$ cat config.mk
export PLATFORM = sky130hd
export DESIGN_NAME = dmem_ctrl_flat
export DESIGN_NICKNAME = d
export VERILOG_FILES = /design/src/rtl/dmem_ctrl_if.sv /design/src/rtl/dmem_ctrl.sv /design/src/flat_wrapper.sv
export SDC_FILE = /design/constraint.sdc
export NUM_CORES = 1
export LEC_CHECK = 0
export ABC_AREA = 1
export ABC_CLOCK_PERIOD_IN_PS = 2700
export CORE_MARGIN = 1
export CORE_UTILIZATION = 49
export CTS_CLUSTER_DIAMETER = 200
export CTS_CLUSTER_SIZE = 24
export DETAILED_ROUTE_END_ITERATION = 12
export PLACE_DENSITY = 0.9
export SLEW_MARGIN = 20
export SYNTH_ARGS = -nofsm -noshare
export SYNTH_HDL_FRONTEND = slang
export SYNTH_SLANG_ARGS = --single-unit
$ cat constraint.sdc
create_clock -name clk -period 2.7 [get_ports clk]
set_input_delay 0.27 -clock clk [delete_from_list [all_inputs] [get_ports clk]]
set_output_delay 0.27 -clock clk [all_outputs]
set_load 0.03 [all_outputs]
$ cat src/rtl/dmem_ctrl_if.sv
// Core-side data-memory bus: request fields from the core, response and
// stall/err status from the controller.
`timescale 1ns/1ps
interface dmem_ctrl_if;
  logic        req_load;
  logic        req_store;
  logic [2:0]  req_type;
  logic [31:0] req_addr;
  logic [31:0] req_wdata;
  logic [31:0] rsp_rdata;
  logic        stall;
  logic        err;

  // Core side drives requests and observes the response.
  modport master (
    output req_load, req_store, req_type, req_addr, req_wdata,
    input  rsp_rdata, stall, err
  );

  // Controller side observes requests and drives the response.
  modport slave (
    input  req_load, req_store, req_type, req_addr, req_wdata,
    output rsp_rdata, stall, err
  );
endinterface

$ cat src/rtl/dmem_ctrl.sv
// Data-memory controller: turns byte/half/word loads and stores from the core
// into word-wide cycles on a single-port synchronous-read RAM. Sub-word stores
// use read-modify-write; loads are sign/zero extended. A repeated identical
// request is answered from the completed-request register without touching RAM.
`timescale 1ns/1ps
module dmem_ctrl #(
  parameter int ADDR_BITS = 14,
  parameter int WORD_AW   = 12
) (
  input  logic               clk,
  input  logic               rst_n,
  dmem_ctrl_if.slave         bus,
  output logic [WORD_AW-1:0] ram_addr,
  output logic               ram_we,
  output logic [31:0]        ram_wdata,
  input  logic [31:0]        ram_rdata
);

  localparam logic [2:0] T_B  = 3'b000;
  localparam logic [2:0] T_H  = 3'b001;
  localparam logic [2:0] T_W  = 3'b010;
  localparam logic [2:0] T_BU = 3'b100;
  localparam logic [2:0] T_HU = 3'b101;

  typedef enum logic [1:0] {S_IDLE, S_RD, S_WR, S_DONE} state_t;

  // Legal type for the operation and naturally aligned address.
  function automatic logic req_legal(input logic st, input logic [2:0] t,
                                     input logic [1:0] lane);
    logic ok;
    case (t)
      T_B:     ok = 1'b1;
      T_H:     ok = !lane[0];
      T_W:     ok = (lane == 2'b00);
      T_BU:    ok = !st;
      T_HU:    ok = !st && !lane[0];
      default: ok = 1'b0;
    endcase
    return ok;
  endfunction

  // Pick the addressed lane of a RAM word and extend it to 32 bits.
  function automatic logic [31:0] load_extend(input logic [2:0] t,
                                              input logic [1:0] lane,
                                              input logic [31:0] w);
    logic [7:0]  b;
    logic [15:0] h;
    logic [31:0] r;
    case (lane)
      2'd0:    b = w[7:0];
      2'd1:    b = w[15:8];
      2'd2:    b = w[23:16];
      default: b = w[31:24];
    endcase
    h = lane[1] ? w[31:16] : w[15:0];
    case (t)
      T_B:     r = {{24{b[7]}}, b};
      T_BU:    r = {24'h0, b};
      T_H:     r = {{16{h[15]}}, h};
      T_HU:    r = {16'h0, h};
      default: r = w;
    endcase
    return r;
  endfunction

  // Replace only the selected byte/half lane of the old word with store data.
  function automatic logic [31:0] merge_word(input logic [2:0] t,
                                             input logic [1:0] lane,
                                             input logic [31:0] old_w,
                                             input logic [31:0] new_w);
    logic [31:0] mask;
    logic [31:0] ins;
    case (t)
      T_B: begin
        mask = 32'h0000_00FF << {lane, 3'b000};
        ins  = {24'h0, new_w[7:0]} << {lane, 3'b000};
      end
      T_H: begin
        mask = 32'h0000_FFFF << {lane[1], 4'b0000};
        ins  = {16'h0, new_w[15:0]} << {lane[1], 4'b0000};
      end
      default: begin
        mask = 32'hFFFF_FFFF;
        ins  = new_w;
      end
    endcase
    return (old_w & ~mask) | ins;
  endfunction

  // The in-flight latches double as the completed-request register: they are
  // loaded when an access starts (valid cleared) and marked valid when it
  // finishes, so they always describe the last completed access while idle.
  state_t      state_q, state_d;
  logic        valid_q, valid_d;
  logic        op_q, op_d;           // 1 = store
  logic [2:0]  type_q, type_d;
  logic [31:0] addr_q, addr_d;
  logic [31:0] wdata_q, wdata_d;
  logic [31:0] rdata_q, rdata_d;
  logic        ram_we_q, ram_we_d;
  logic [31:0] ram_wdata_q, ram_wdata_d;

  logic active;
  logic legal;
  logic hit;
  logic start;
  logic stall_c;

  assign active = (bus.req_load | bus.req_store) &&
                  ((bus.req_addr >> ADDR_BITS) == 32'd0);
  assign legal  = req_legal(bus.req_store, bus.req_type, bus.req_addr[1:0]);
  assign hit    = valid_q && active &&
                  (op_q == bus.req_store) &&
                  (type_q == bus.req_type) &&
                  (addr_q == bus.req_addr) &&
                  (!bus.req_store || (wdata_q == bus.req_wdata));
  assign start  = (state_q == S_IDLE) && active && legal && !hit;

  // Next-state and datapath latches for the access sequencer.
  always_comb begin
    state_d     = state_q;
    valid_d     = valid_q;
    op_d        = op_q;
    type_d      = type_q;
    addr_d      = addr_q;
    wdata_d     = wdata_q;
    rdata_d     = rdata_q;
    ram_we_d    = 1'b0;
    ram_wdata_d = ram_wdata_q;
    case (state_q)
      S_IDLE: begin
        if (start) begin
          valid_d = 1'b0;
          op_d    = bus.req_store;
          type_d  = bus.req_type;
          addr_d  = bus.req_addr;
          wdata_d = bus.req_wdata;
          if (bus.req_store && (bus.req_type == T_W)) begin
            ram_we_d    = 1'b1;
            ram_wdata_d = bus.req_wdata;
            state_d     = S_WR;
          end else begin
            state_d = S_RD;
          end
        end
      end
      S_RD: begin
        if (!op_q) begin
          rdata_d = load_extend(type_q, addr_q[1:0], ram_rdata);
          valid_d = 1'b1;
          state_d = S_DONE;
        end else begin
          ram_wdata_d = merge_word(type_q, addr_q[1:0], ram_rdata, wdata_q);
          ram_we_d    = 1'b1;
          state_d     = S_WR;
        end
      end
      S_WR: begin
        valid_d = 1'b1;
        state_d = S_DONE;
      end
      default: begin
        state_d = S_IDLE;
      end
    endcase
  end

  // State and registered RAM write controls; reset abandons any RMW.
  always_ff @(posedge clk or negedge rst_n) begin
    if (!rst_n) begin
      state_q     <= S_IDLE;
      valid_q     <= 1'b0;
      op_q        <= 1'b0;
      type_q      <= 3'b000;
      addr_q      <= 32'h0;
      wdata_q     <= 32'h0;
      rdata_q     <= 32'h0;
      ram_we_q    <= 1'b0;
      ram_wdata_q <= 32'h0;
    end else begin
      state_q     <= state_d;
      valid_q     <= valid_d;
      op_q        <= op_d;
      type_q      <= type_d;
      addr_q      <= addr_d;
      wdata_q     <= wdata_d;
      rdata_q     <= rdata_d;
      ram_we_q    <= ram_we_d;
      ram_wdata_q <= ram_wdata_d;
    end
  end

  // Stall while a startable request waits in IDLE or an access is in flight.
  always_comb begin
    stall_c = 1'b0;
    case (state_q)
      S_IDLE:  stall_c = active && legal && !hit;
      S_RD:    stall_c = 1'b1;
      S_WR:    stall_c = 1'b1;
      default: stall_c = 1'b0;
    endcase
  end

  // RAM sees the live request address in IDLE so the read starts immediately.
  assign ram_addr  = (state_q == S_IDLE) ? bus.req_addr[ADDR_BITS-1:2]
                                         : addr_q[ADDR_BITS-1:2];
  assign ram_we    = ram_we_q;
  assign ram_wdata = ram_wdata_q;

  // Status outputs are forced quiet while reset is asserted.
  assign bus.stall     = rst_n & stall_c;
  assign bus.err       = rst_n & (state_q == S_IDLE) & active & !legal;
  assign bus.rsp_rdata = (hit || ((state_q == S_DONE) && !op_q)) ? rdata_q : 32'h0;

endmodule

$ cat src/flat_wrapper.sv
// flat-port wrapper written by rule: the top's interface ports become plain ports
module dmem_ctrl_flat 
#(
  parameter int ADDR_BITS = 14,
  parameter int WORD_AW   = 12
)
  (clk, rst_n, ram_addr, ram_we, ram_wdata, ram_rdata, bus_req_load, bus_req_store, bus_req_type, bus_req_addr, bus_req_wdata, bus_rsp_rdata, bus_stall, bus_err);
  dmem_ctrl_if bus_i ();
  input  logic clk;
  input  logic rst_n;
  output logic [WORD_AW-1:0] ram_addr;
  output logic ram_we;
  output logic [31:0] ram_wdata;
  input  logic [31:0] ram_rdata;
  input wire logic [$bits(bus_i.req_load)-1:0] bus_req_load;
  input wire logic [$bits(bus_i.req_store)-1:0] bus_req_store;
  input wire logic [$bits(bus_i.req_type)-1:0] bus_req_type;
  input wire logic [$bits(bus_i.req_addr)-1:0] bus_req_addr;
  input wire logic [$bits(bus_i.req_wdata)-1:0] bus_req_wdata;
  output wire logic [$bits(bus_i.rsp_rdata)-1:0] bus_rsp_rdata;
  output wire logic [$bits(bus_i.stall)-1:0] bus_stall;
  output wire logic [$bits(bus_i.err)-1:0] bus_err;
  assign bus_i.req_load = bus_req_load;
  assign bus_i.req_store = bus_req_store;
  assign bus_i.req_type = bus_req_type;
  assign bus_i.req_addr = bus_req_addr;
  assign bus_i.req_wdata = bus_req_wdata;
  assign bus_rsp_rdata = bus_i.rsp_rdata;
  assign bus_stall = bus_i.stall;
  assign bus_err = bus_i.err;
  dmem_ctrl #(.ADDR_BITS(ADDR_BITS), .WORD_AW(WORD_AW)) u_core (.clk(clk), .rst_n(rst_n), .bus(bus_i), .ram_addr(ram_addr), .ram_we(ram_we), .ram_wdata(ram_wdata), .ram_rdata(ram_rdata));
endmodule
== Word level (Yosys, flattened, before mapping) ==
Index checks and enable logic that the tools add are counted.
Storage, ports and cells
  register bits after elaboration: 136
  output and inout bits: 79
Cells by class
  equal/unequal tests: 20
  shift-type cells: 4
  mux-type cells: 28
  bitwise logic cells: 9
  reductions and logical operators: 34
Operators by type and width (count)
  $mux 32: 8
  $pmux 32 s2: 3
  $pmux 32 s4: 1
  $eq 32x32->1: 2
  $and 32x32->32: 1
  $logic_not 32->1: 1
  $not 32->32: 1
  $or 32x32->32: 1
  $shl 16x5->32: 1
  $shl 16x5->32 const A: 1
  $shl 8x5->32: 1
  $shl 8x5->32 const A: 1
  $pmux 8 s3: 1
  $mux 16: 1
  $logic_and 1x1->1: 14
  $eq 3x3->1 const B: 4
  $mux 12: 1
  $eq 2x2->1 const B: 3
  $eq 3x1->1 const B: 2
  $logic_not 2->1: 3
  $logic_not 3->1: 2
  $mux 1: 6
  $pmux 2 s3: 1
  $logic_not 1->1: 5
  other kinds (20): 30

== Longest topological paths before layout ==
Gate-level depths: netlist of run 1.
  depth in word-level cells: 11
  depth in mapped cells: 16
  gate-level depth less buffers: 15

== Least setup slack after synthesis of run 1 ==
No wires, ideal clock.
  path kind: register -> output
  start: register u_core.state_q[0]
  end: output bus_stall
  arrival time: 1.837 ns
  slack: 0.593 ns
  cell stages (with the launch flop): 9
  path through: dfrtp_1 > inv_1 > ha_1 > nand4_1 > nor2_1 > nand2_2 > buf_4 > buf_4 > a21oi_1
On the way
  longest elaborated chain between the ends: 4
Ends and longest elaborated chain
  start, declared: line dmem_ctrl.sv:93  | state_t state_q, state_d;
  start signal, assigned: line dmem_ctrl.sv:181  | state_q <= state_d;
  $eq 2x1->1 / $eq 2x2->1 (equally long branches): line dmem_ctrl.sv:196  | case (state_q)
  $reduce_or 2->1 (no line)
  $pmux 1 s2 (*): line dmem_ctrl.sv:196
  $and 1x1->1 (*): line dmem_ctrl.sv:211  | assign bus.stall = rst_n & stall_c;
  end, declared: line flat_wrapper.sv:21  | output wire logic [$bits(bus_i.stall)-1:0] bus_stall;
Every way passes the cells marked *; elsewhere a longest branch is shown, timed or not.

== Final worst setup path of run 1 ==
  start: register u_core.state_q[0]
  end: output ram_addr[1]
On the way
  longest elaborated chain between the ends: 2
Ends and longest elaborated chain
  $logic_not 2->1: line dmem_ctrl.sv:205  | assign ram_addr = (state_q == S_IDLE) ? bus.req_addr[ADDR_BITS-1:2]
  $mux 12: line dmem_ctrl.sv:205
  end, declared: line flat_wrapper.sv:11  | output logic [WORD_AW-1:0] ram_addr;
No other way between the ends.

==> results of run 1 <==
## worst paths after layout
check                                startpoint                    to
max reg2reg                    u_core.addr_q[1]  u_core.ram_wdata[10]
min reg2reg                u_core.ram_wdata[10]  u_core.ram_wdata[10]
min                                       rst_n     u_core.addr_q[15]
min in group clk           u_core.ram_wdata[10]  u_core.ram_wdata[10]
max in group asynchronous                 rst_n      u_core.type_q[2]
max                           u_core.state_q[0]           ram_addr[1]
## worst reg2reg max path, delay by kind of cell (launching register included)
kind	cells	cell delay, ns
AO/OA/AOI/OAI	4	0.91
flip-flops	1	0.59
AND/OR/NAND/NOR	4	0.54
buffers and inverters	1	0.18
## cell families after synthesis
logic type               Yosys count  share of synthesized area [%]
flip-flops                       136                          41.25
adder cells (fa/ha/maj)            5                         0.7583
AO/OA/AOI/OAI                    242                          15.79
XOR/XNOR                          32                          3.397
buffers and inverters            253                          12.68
AND/OR/NAND/NOR                  540                          26.13
## cell usage after synthesis (2+ instances only)
| master | count |
|---|---|
| clkbuf_1 | 17 |
| nor2_1 | 133 |
| inv_1 | 193 |
| a22oi_1 | 2 |
| o221ai_1 | 3 |
| nand3_1 | 55 |
| buf_4 | 11 |
| ha_1 | 5 |
| a21oi_1 | 49 |
| inv_2 | 6 |
| dfrtp_1 | 136 |
| nand2_2 | 4 |
| o21ai_1 | 11 |
| nor3_1 | 2 |
| nand4_1 | 6 |
| o21ai_0 | 139 |
| buf_1 | 7 |
| xnor2_1 | 32 |
| o22ai_1 | 22 |
| nand2_1 | 334 |
| buf_6 | 5 |
| a31oi_1 | 5 |
| o2111ai_1 | 9 |
| buf_2 | 14 |
## timing repair
action                                  4_1_cts  5_1_grt
endpoints found under the setup margin        1       38
gates resized for setup                       1        9
pin swaps                                     0        0
## sequential cells by signal, indices dropped and copies added, names as in the netlist
| signal | cells |
|---|---|
| u_core.rdata_q | 32 |
| u_core.valid_q | 1 |
| u_core.op_q | 1 |
| u_core.ram_wdata | 32 |
| u_core.ram_we | 1 |
| u_core.type_q | 3 |
| u_core.wdata_q | 32 |
| u_core.addr_q | 32 |
| u_core.state_q | 2 |
## stage by stage
step	util (%)	cell area (sq um)
2_1_floorplan	-	8250
3_3_place_gp	61.68	10190
3_5_place_dp	61.68	10190
4_1_cts	65.18	10770
5_1_grt	65.32	10790
6_report	65.32	10790
## power by group through the flow
stage	clock, mW	combinational (mW)	sequential (mW)
6_report	2.31	3.28	2.46
5_1_grt	2.41	3.55	2.49
3_5_place_dp	0	3.24	2.50
3_3_place_gp	0	3.16	2.50
2_1_floorplan	0	1.54	2.94
4_1_cts	2.32	3.26	2.47
## routing by layer
metal  GRT usage [%]  vias up  share of wire [%]
li1                -     4115                  -
met2           48.88      491                 47
met3           7.766       78                9.3
met4           14.53        0                4.0
met5               0        -                  0
met1           37.20     3892                 40
## layout make-up
type / count / share of cell area, %
Clock buffer: 19 / 4.011
Clock inverter: 13 / 1.356
Inverter: 199 / 6.920
Multi-Input combinational cell: 819 / 35.33
Sequential cell: 136 / 31.54
Tap cell: 220 / 2.550
Timing Repair Buffer: 203 / 18.29
==> flow_summary.json, run 1 <==
{
  "postRouteAntennaNets": 0,
  "wire_per_inst_microns": 15.82,
  "min_path_type": "in2async",
  "die_area_sq_mm": 0.01736,
  "crit_family": "buffers and inverters",
  "end_kind": "output pin",
  "p_switching_mw": 3.122,
  "cellLeakagePower_nw": 5.302,
  "synth.top_cell.area_share_pct": 41.25,
  "relSlewSlack_pct": 51.21,
  "path_class": "reg2out",
  "final_cell_mix": "nand2_1, inv_1, clkdlybuf4s50_1",
  "yosysTopAreaCell": "dfrtp_1",
  "pre_cts_ws_ns": 0.1719,
  "combPwrFrac_pct": 40.7,
  "cts_tree": "yes",
  "overflow": 0,
  "finalPower_mw": 8.049,
  "netlist_instances": 1208,
  "synthFlopType": "dfrtp_1",
  "grt_setup_unrepaired": "false",
  "routed_wl_mm": 25.46,
  "synth_nets": 1316,
  "grt_max_degree": 137,
  "core_area_sq_mm": 0.01652,
  "grt_util_all_layers_pct": 30.03,
  "cts_inserted_buffers": 17,
  "hold_viol": 0,
  "ys.warnings.count": 0,
  "start_kind": "flop",
  "vdd_drop_max_v": 0.0005223,
  "slew_violations": 0,
  "antenna_found_initial": 0,
  "drive_gt1_share_pct": 7.559,
  "async_reset_ff_share_pct": 100.0,
  "setup-tns-final_ns": 0,
  "clk-insertion-delay-late_ns": 0.43,
  "synthTopCellsByArea": "dfrtp_1, nand2_1, inv_1",
  "fmax_mhz": 386.1,
  "cp.arrival_ns": 2.32,
  "seq_power_share_pct": 30.6,
  "yosysSeqAreaShare_pct": 41.25,
  "post_cts_buffers": 0,
  "slowest_stage": "clkdlybuf4s50_1",
  "path_depth": 5,
  "syn_to_final_growth_pct": 30.83,
  "drt_iter0_markers": 804,
  "r2r_cells": 9,
  "drv_cap": 0,
  "ys_types": 32,
  "cts.sinks": 136,
  "multi_input_area_sq_mm": 0.003814,
  "firstDrtPassIters": 6,
  "p_int_mw": 4.926,
  "cts-root-buf": "clkbuf_16",
  "via_per_inst": 5.330,
  "num_vias": 8576,
  "synth-edff-count": 0,
  "skew_ns": 0.01026,
  "path_clk_slew_ns": 0.06,
  "path_cells": "inv_1, ha_2, buf_6, o21ai_0, clkdlybuf4s50_1",
  "avgSynthCellArea_sq_um": 6.830,
  "final_common_cell": "nand2_1",
  "final_nets": 1484,
  "htree_levels": 4,
  "n_fill_cell": 1443,
  "holdWs_ns": 0.001926,
  "instances_no_fill": 1609,
  "dp_hpwl_mm": 19.01,
  "finalCritPeriodShare_pct": 95.92,
  "setup_ws_ns": 0.1102,
  "grt_pass1_wl_mm": 40.90,
  "cp_max_fo": 19,
  "num_rows": 47,
  "post-route-min-period_ns": 2.590,
  "syn_area_sq_mm": 0.008250,
  "ios": 182,
  "max_stage_delay_ns": 0.72,
  "fp.dieW_microns": 131.8,
  "n_antenna_cell": 0,
  "cts_hold_buffers": 0,
  "dp.cells": 1577,
  "path_buf_inv": 3,
  "status": "finished, final reports clean",
  "routabilityCongestion": 0.9599,
  "setup_viol": 0,
  "seq_area_sq_mm": 0.003405,
  "die_h_microns": 131.8,
  "required_ns": 2.43,
  "power_density_mw_per_mm2": 745.7,
  "start_util_pct": 49.93,
  "rrSetupSlack_ns": 0.36,
  "grt_pass1_vias": 8115,
  "worst_pin_slew_ns": 0.7318,
  "cts_max_path_buffers": 2,
  "drc": 0,
  "p_sw_share_pct": 38.79,
  "ys_seq_elements": 136,
  "clkPwrFrac_pct": 28.7,
  "io_buffers": 181
}
Note: power is estimated with default switching activity, not from simulation.
==> run 2: changes to the inputs <==
CORE_UTILIZATION = 51   (was 49)
CTS_CLUSTER_SIZE = 16   (was 24)
PLACE_DENSITY = 0.93   (was 0.9)
SETUP_SLACK_MARGIN = 0.1   (was default)
==> flow_summary.json, run 2 (synthesis gave the netlist of run 1 again) <==
{
  "finalCritPeriodShare_pct": 97.22,
  "vdd_drop_max_v": 0.0005090,
  "ios": 182,
  "cts.sinks": 136,
  "skew_ns": 0.009808,
  "firstDrtPassIters": 8,
  "status": "finished, final reports clean",
  "fp.dieW_microns": 129.2,
  "die_area_sq_mm": 0.01669,
  "end_kind": "output pin",
  "power_density_mw_per_mm2": 729.7,
  "num_vias": 8984,
  "cp.arrival_ns": 2.35,
  "r2r_cells": 11,
  "die_h_microns": 129.2,
  "post-route-min-period_ns": 2.625,
  "min_from": "bus_req_addr[7]",
  "grt_max_degree": 73,
  "path_class": "in2out",
  "setup_viol": 0,
  "r2r_end": "u_core.ram_wdata[4]",
  "relSlewSlack_pct": 38.96,
  "drt_iter0_markers": 989,
  "drc": 0,
  "via_per_inst": 5.515,
  "path_cells": "clkdlybuf4s50_1, inv_1, nand2_1, nand2_1, nor2_1, nand2_1, nor2_2, nand3_1, nor2_2, buf_4, a22oi_2, buf_6, clkbuf_16, nor2_2, buf_6",
  "max_stage_delay_ns": 0.60,
  "clk-insertion-delay-late_ns": 0.43,
  "rrSetupSlack_ns": 0.29,
  "overflow": 0,
  "n_antenna_cell": 0,
  "start_util_pct": 52.13,
  "slew_violations": 0,
  "htree_levels": 4,
  "drive_gt1_share_pct": 11.89,
  "final_common_cell": "nand2_1",
  "cts_tree": "yes",
  "cts_max_path_buffers": 2,
  "grt_setup_unrepaired": "true",
  "io_buffers": 181,
  "start_kind": "input pin",
  "final_nets": 1508,
  "num_rows": 46,
  "dp_hpwl_mm": 19.72,
  "final_cell_mix": "nand2_1, inv_1, o21ai_0",
  "utilization_pct": 71.50,
  "placed_area_sq_mm": 0.01024,
  "required_ns": 2.43,
  "seq_area_sq_mm": 0.003410,
  "final_area_sq_mm": 0.01132,
  "finalPower_mw": 8.258,
  "n_fill_cell": 1197,
  "postRouteAntennaNets": 0,
  "grt_pass1_wl_mm": 41.30,
  "cp-startpoint": "bus_req_type[1]",
  "multi_input_area_sq_mm": 0.003989,
  "worst_pin_slew_ns": 0.9156,
  "drv_cap": 0,
  "path_clk_slew_ns": 0.06,
  "hold_viol": 0,
  "routed_wl_mm": 27.52,
  "setup.worst_path.end": "bus_rsp_rdata[21]",
  "slowest_stage": "clkdlybuf4s50_1",
  "setup-tns-final_ns": 0,
  "routabilityCongestion": 0.9597,
  "reg2reg_from": "u_core.type_q[1]",
  "core_area_sq_mm": 0.01583,
  "cts_inserted_buffers": 17,
  "cp_max_fo": 8,
  "antenna_found_initial": 0,
  "grt_pass1_vias": 8287,
  "syn_to_final_growth_pct": 37.17,
  "wire_per_inst_microns": 16.89,
  "min_path_type": "in2reg",
  "cellLeakagePower_nw": 5.552,
  "grt_util_all_layers_pct": 32.46,
  "fmax_mhz": 381.0,
  "cts-root-buf": "clkbuf_16"
}
-- run 2: worst max-delay path, delay by kind of cell --
family | cells | cell delay (ns)
buffers and inverters | 6 | 1.29
AOI/OAI and AO/OA | 1 | 0.05
and+or+nand+nor | 8 | 0.73
-- run 2: worst min-delay path by stage --
stage	to	slack (ns)	depth (start not counted)
final	u_core.addr_q[7]	0.21	3
after global routing	u_core.type_q[0]	0.26	3
after CTS	u_core.addr_q[31]	0.34	2
after detailed placement	u_core.rdata_q[0]	0.17	1
after global placement	u_core.rdata_q[0]	0.17	1
after floorplan	u_core.addr_q[0]	-0.03	0
-- run 2: metrics by stage --
step	setup slack (ns)	instances	hold WS, ns
after floorplan	0.5926	1208	-0.02559
after global placement	-0.05419	1581	0.1700
after detailed placement	-0.03563	1581	0.1696
after CTS	0.09817	1614	0.3380
after global routing	-0.01712	1629	0.2567
final	0.07506	1629	0.2076
-- run 2: what timing repair did --
item,in CTS,in global routing
cloned,0,3
resized for setup,10,103
hold buffers,1,0
pin swaps,0,6
buffers inserted,0,12
endpoints found under the setup margin,39,42
endpoints found under the hold margin,29,0
-- run 2: layer usage --
metal | vias to the layer above | wire length, microns | track usage, %
met4 | 0 | 1639 | 20.90
met1 | 4093 | 10340 | 39.60
met3 | 139 | 2789 | 7.019
li1 | 4161 | - | -
met2 | 591 | 12750 | 52.28
met5 | - | 0 | 0
-- run 2: area by class of cell --
class / count / area share (%)
clock inverters: 12 / 1.537
inverters: 199 / 6.600
clock buffers: 20 / 4.035
flip-flops and latches: 136 / 30.13
repair buffers: 227 / 20.07
well taps: 216 / 2.388
multi-input cells: 819 / 35.25
-- run 2: power by group --
part	internal [mW]	total, mW	leakage [nW]	switching, mW
combinational	1.21	3.29	3.56	2.08
clock	1.59	2.50	0.310	0.912
sequential	2.31	2.46	1.68	0.148
total	5.11	8.26	5.55	3.14
